--- src/rtl/snake_pkg.sv ---
// Shared snake-game types: one-hot direction encoding and its opposite.
package snake_pkg;

    typedef logic [3:0] dir_t;

    localparam dir_t NONE  = 4'b0000;
    localparam dir_t UP    = 4'b0001;
    localparam dir_t DOWN  = 4'b0010;
    localparam dir_t LEFT  = 4'b0100;
    localparam dir_t RIGHT = 4'b1000;

    function automatic dir_t dir_opposite(input dir_t d);
        dir_t r;
        case (d)
            UP:      r = DOWN;
            DOWN:    r = UP;
            LEFT:    r = RIGHT;
            RIGHT:   r = LEFT;
            default: r = NONE;
        endcase
        return r;
    endfunction

endpackage

--- src/rtl/dir_input_conditioner_debounce.sv ---
// btn_debounce: 2-FF synchroniser, stability counter and debounced level for one button.
module btn_debounce #(
    parameter int DEBOUNCE_CYCLES = 50000
) (
    input  logic clk,
    input  logic reset,
    input  logic btn_raw,
    output logic btn_level
);

    localparam int CW = $clog2(DEBOUNCE_CYCLES + 1);
    localparam logic [CW-1:0] LAST = CW'(DEBOUNCE_CYCLES - 1);

    logic [1:0]    sync_q;
    logic [CW-1:0] cnt;

    // Level flips on the sample that would bring the count to DEBOUNCE_CYCLES,
    // so the counter itself never has to hold that value.
    always_ff @(posedge clk) begin
        if (reset) begin
            sync_q    <= '0;
            cnt       <= '0;
            btn_level <= 1'b0;
        end else begin
            sync_q <= {sync_q[0], btn_raw};
            if (sync_q[1] == btn_level) begin
                cnt <= '0;
            end else if (cnt == LAST) begin
                btn_level <= sync_q[1];
                cnt       <= '0;
            end else begin
                cnt <= cnt + CW'(1);
            end
        end
    end

endmodule

--- src/rtl/dir_input_conditioner.sv ---
// Debounced direction buttons -> single pending request -> committed movement on step.
// Optional macro SNAKE_REVERSAL_FILTER_EN rejects presses opposite the current movement.
module dir_input_conditioner
    import snake_pkg::*;
#(
    parameter int DEBOUNCE_CYCLES = 50000
) (
    input  logic       clk,
    input  logic       reset,
    input  logic [3:0] btn_raw,
    input  logic       step,
    output logic [3:0] movement,
    output logic [3:0] pending,
    output logic       press_pulse,
    output logic [3:0] btn_level
);

    logic [3:0] level_d;
    logic [3:0] rise;
    dir_t       cand;
    logic       reject;
    logic       accept;

    for (genvar g = 0; g < 4; g++) begin : g_btn
        btn_debounce #(
            .DEBOUNCE_CYCLES(DEBOUNCE_CYCLES)
        ) u_db (
            .clk      (clk),
            .reset    (reset),
            .btn_raw  (btn_raw[g]),
            .btn_level(btn_level[g])
        );
    end

    assign rise = btn_level & ~level_d;

    always_comb begin
        cand = NONE;
        if (rise[0])      cand = UP;
        else if (rise[1]) cand = DOWN;
        else if (rise[2]) cand = LEFT;
        else if (rise[3]) cand = RIGHT;
    end

`ifdef SNAKE_REVERSAL_FILTER_EN
    assign reject = (movement != NONE) && (cand == dir_opposite(movement));
`else
    assign reject = 1'b0;
`endif

    assign accept = (cand != NONE) && !reject;

    // A press landing on a step bypasses pending and supersedes any older request.
    always_ff @(posedge clk) begin
        if (reset) begin
            level_d     <= '0;
            movement    <= '0;
            pending     <= '0;
            press_pulse <= 1'b0;
        end else begin
            level_d     <= btn_level;
            press_pulse <= accept;
            if (step && accept) begin
                movement <= cand;
                pending  <= '0;
            end else if (step) begin
                if (pending != NONE) movement <= pending;
                pending <= '0;
            end else if (accept) begin
                pending <= cand;
            end
        end
    end

endmodule

--- config.mk ---
export PLATFORM = sky130hd
export DESIGN_NAME = dir_input_conditioner
export DESIGN_NICKNAME = d
export VERILOG_FILES = /design/src/rtl/snake_pkg.sv /design/src/rtl/dir_input_conditioner_debounce.sv /design/src/rtl/dir_input_conditioner.sv
export SDC_FILE = /design/constraint.sdc
export NUM_CORES = 1
export LEC_CHECK = 0
export CELL_PAD_IN_SITES_DETAIL_PLACEMENT = 1
export CELL_PAD_IN_SITES_GLOBAL_PLACEMENT = 1
export CORE_UTILIZATION = 50
export CTS_BUF_LIST = sky130_fd_sc_hd__clkbuf_8 sky130_fd_sc_hd__clkbuf_16
export CTS_CLUSTER_DIAMETER = 50
export DETAILED_ROUTE_END_ITERATION = 10
export DONT_BUFFER_PORTS = 1
export PLACE_DENSITY = 0.78
export SYNTH_ARGS = -nofsm -noshare
export SYNTH_HDL_FRONTEND = slang
export SYNTH_HIERARCHICAL = 1
export SYNTH_SLANG_ARGS = --single-unit
--- constraint.sdc ---
create_clock -name clk -period 2.3 [get_ports clk]
set_input_delay 0.46 -clock clk [delete_from_list [all_inputs] [get_ports clk]]
set_output_delay 0.46 -clock clk [all_outputs]
set_load 0.02 [all_outputs]
==> qor.log <==
INFO  run_status     outcome=finished clean
INFO  synth          cell_area_synth=3930squm
INFO  synth          synth_top_family_by_area=simple AND/OR/NAND/NOR gates
INFO  critical_path  r2r_cells=5
INFO  floorplan      floorplan.initialDensity=0.530
INFO  drt            dr.first_iter.drc_count=65
INFO  pwr            p_leak=1.33nW
INFO  finish         layout-drive-gt1-share=0.148
INFO  drt            wirelength=7.44mm
INFO  synth          synthesis.instances=400
INFO  finish         area_delta_synth_final=6.69%
INFO  synth          yosysWarnings=6
INFO  global_routing grt_pass1_vias=2778
INFO  placement      hpwlAfterDp=5.25mm
INFO  timing         whs=0.167ns
INFO  timing         max_freq=0.561GHz
INFO  timing         setup-violations-final=0
INFO  clocking       clock_insertion_delay_worst_skew=0.35ns
INFO  flow_run       drv.max_cap_violation_count=0
INFO  synth          yosys-top-cells-area=dfxtp_1, xnor2_1, nor2_1
INFO  clocking       cts_made_buffers=9
INFO  critical_path  critPathRequiredTime=2.54ns
INFO  floorplan      die_area=8220squm
INFO  synth          synth_flop_cell=dfxtp_1
INFO  clocking       postCtsResizedCells=0
INFO  clocking       clk_pin_slew=0.09ns
INFO  floorplan      floorplan.rows=31
INFO  drt            routed_wirelength_normalized_by_instance_count=14.6um
INFO  timing         final_period_minus_worst_setup_slack=1.78ns
INFO  clocking       cts_post_setup_buffers_inserted=0
INFO  hold_path      min_delay_worst_endpoint=g_btn[2].u_db/sync_q[0]
INFO  clocking       cts.hold.buffers_added=0
INFO  critical_path  critical-path-max-stage-delay=0.38ns
INFO  finish         antenna-diode-count=0
INFO  global_routing grt_max_degree=34
INFO  pwr            clock_power_share=0.384
INFO  timing         final-max-slew-violation-count=0
INFO  synth          async_reset_ff_frac=0
INFO  pwr            cell_internal_pwr=1.98mW
INFO  synth          synth_top_area_cell=dfxtp_1
INFO  timing         report.final.hold_viol_count=0
INFO  floorplan      i_o_pin_cnt=20
INFO  critical_path  critical_path.cell_chain=ha_1 > nand3_1 > nand4b_1 > nand2_2 > nor2_1
INFO  hold_path      hold_path_depth=1
INFO  critical_path  crit_arrival=2.02ns
INFO  timing         grt_setup_unrepaired=no
INFO  drt            route.detailed.drc=0
INFO  synth          synth_edf_count=0
INFO  hold_path      min-delay-start=reset
INFO  floorplan      core_area=7410squm
INFO  clocking       cts.root.buffer_cell=clkbuf_8
INFO  drt            drt_pre_antenna_iters=4
INFO  synth          syn-mean-instance-area=9.83squm
INFO  synth          synth_xor_xnor_area_share=0.134
INFO  critical_path  path_class=reg2reg
INFO  pwr            share_seq_of_total_power=0.607
INFO  timing         fin_setup_tns=0ns
INFO  global_routing overflow=0
INFO  clocking       cts_tree=done
INFO  placement      io_buffers=0
INFO  timing         finClkSkew=0.00958ns
INFO  synth          ys_types=38
INFO  synth          simple_logic_cell_fraction_of_the_synthesized_area=0.339
INFO  global_routing grt_antenna_before_repair=0
INFO  critical_path  critPathCaptureType=flop
INFO  critical_path  regToRegStartpoint=g_btn[1].u_db/cnt[0]
INFO  placement      global_placer_s_final_weighted_congestion=0.755
INFO  synth          synth-compound-area-share=0.0169
INFO  drt            viasPerCell=5.29
INFO  critical_path  critPathMaxFanout=15
INFO  critical_path  critPathLaunchType=flop
INFO  synth          synth.yosys.seq_area_share=0.453
INFO  global_routing grt_pass1_wl=12.9mm
INFO  pwr            report.power.total=2.56mW
INFO  hold_path      path_type_of_the_worst_min_delay_path=in2reg
INFO  pwr            power.share.switching=0.226
INFO  synth          post-synth-top-count-cell=dfxtp_1
INFO  clocking       htree_levels=3
INFO  pwr            peak_ir_drop_on_the_vdd_network=407uV
INFO  synth          post_synthesis_sequential_element_count=89
INFO  floorplan      die_h=90.7um
INFO  timing         fin_crit_sh=0.775
INFO  pwr            power.net_switching=0.577mW
INFO  critical_path  worst-r2r-setup-slack=0.52ns
INFO  finish         finish.net_count=418
INFO  clocking       cts_max_path_buffers=2
INFO  timing         max-slew-margin-rel=0.690
INFO  synth          synth.net_count=411
INFO  synth          synth_top_cell_area_share=0.453
INFO  critical_path  slowest_stage=dfxtp_1
INFO  finish         final_core_util=0.566
INFO  synth          synth.area.mux_share=0.0185
INFO  synth          yosys.area_share.adder=0.0127
INFO  global_routing grt_usage=0.196
INFO  drt            ant_nets=0
INFO  finish         nFillCells=865
INFO  pwr            power_density_normalized_to_cell_area=610nW/um^2
INFO  drt            num_vias=2702
INFO  critical_path  timing.rr.end=g_btn[1].u_db/cnt[9]
INFO  synth          synthTopCellsByCount=dfxtp_1, nor2_1, xnor2_1, nand3_1, nor3_1
INFO  pwr            power.share.combinational=0.009
INFO  clocking       cts.sink_count=89
INFO  floorplan      die_x=90.7um
INFO  timing         worst_slew_pin_slew=0.463ns
==> flip-flops by register name, summed over array words and instances, names as in the netlist <==
| signal | flops |
|---|---|
| g_btn.u_db/cnt | 64 |
| pending | 4 |
| g_btn.u_db/sync_q | 8 |
| movement | 4 |
| level_d | 4 |
| press_pulse | 1 |
| g_btn.u_db/btn_level | 4 |
==> worst max-delay path: cells and delay by family, from the launching register on <==
kind / cells / cell delay, ns
and+or+nand+nor: 4 / 1.08
DFF: 1 / 0.38
adders and majority gates: 1 / 0.21
==> area by class of cell <==
type / instances / area (sq um) / share of cell area
repair buffers: 1 / 7.51 / 0.00179
clock inverters: 6 / 42.5 / 0.0101
well taps: 99 / 124 / 0.0295
flip-flops and latches: 89 / 1780 / 0.425
multi-input cells: 292 / 2050 / 0.488
inverters: 14 / 52.6 / 0.0125
clock buffers: 10 / 138 / 0.0328
==> per-stage QoR <==
stage	cells	instance area [sq um]	setup WS, ns
after floorplan	400	3930	0.747
after global placement	495	4010	0.546
after detailed placement	495	4010	0.531
after CTS	511	4190	0.513
after global routing	511	4190	0.370
final	511	4190	0.518
==> routing by layer <==
metal	vias up	wire length (um)	global-route usage
met3	2	327	0.0707
li1	1374	-	-
met5	-	0	0
met1	1297	3560	0.244
met2	29	3510	0.318
met4	0	38	0.0565
==> layout by cell type, fill, tap and decap left out, types with 5 or more instances in the layout <==
| master | instances |
|---|---|
| nor4bb_1 | 8 |
| nand2_1 | 12 |
| nand2b_1 | 5 |
| xnor2_1 | 56 |
| mux2i_1 | 5 |
| dfxtp_1 | 89 |
| inv_1 | 14 |
| nor2_1 | 78 |
| nor3_1 | 20 |
| nor4_2 | 8 |
| nor4b_1 | 5 |
| nor2_2 | 8 |
| nor2b_1 | 14 |
| clkbuf_8 | 10 |
| nand3_1 | 21 |
==> power by group through the flow <==
| stage | Sequential, mW | Clock [mW] | Combinational, mW |
|---|---|---|---|
| 6_report | 1.55 | 0.983 | 0.0222 |
| 2_1_floorplan | 1.59 | 0 | 0.0241 |
| 3_5_place_dp | 1.59 | 0 | 0.0223 |
| 5_1_grt | 1.55 | 1.08 | 0.0255 |
| 3_3_place_gp | 1.59 | 0 | 0.0217 |
| 4_1_cts | 1.55 | 1.02 | 0.0226 |
==> logic make-up (layout without fill, tap and decap cells) <==
logic type / Yosys count / after routing
buffers and inverters: 19 / 31
multiplexers: 7 / 7
AO/OA/AOI/OAI: 8 / 8
XOR/XNOR: 60 / 60
adder cells (fa/ha/maj): 4 / 4
flip-flops: 89 / 89
AND/OR/NAND/NOR: 213 / 213
==> worst max-delay path by stage <==
| stage | start | to | slack [ns] | cells past startpoint |
|---|---|---|---|---|
| after floorplan | g_btn[2].u_db/btn_level | movement[0] | 0.75 | 4 |
| after global placement | g_btn[1].u_db/cnt[0] | g_btn[1].u_db/cnt[3] | 0.55 | 5 |
| after detailed placement | g_btn[1].u_db/cnt[0] | g_btn[1].u_db/cnt[9] | 0.53 | 5 |
| after CTS | g_btn[1].u_db/cnt[0] | g_btn[1].u_db/cnt[9] | 0.51 | 5 |
| after global routing | g_btn[1].u_db/cnt[0] | g_btn[1].u_db/cnt[12] | 0.37 | 5 |
| final | g_btn[1].u_db/cnt[0] | g_btn[1].u_db/cnt[9] | 0.52 | 5 |
Note: power is estimated with default switching activity, not from simulation.
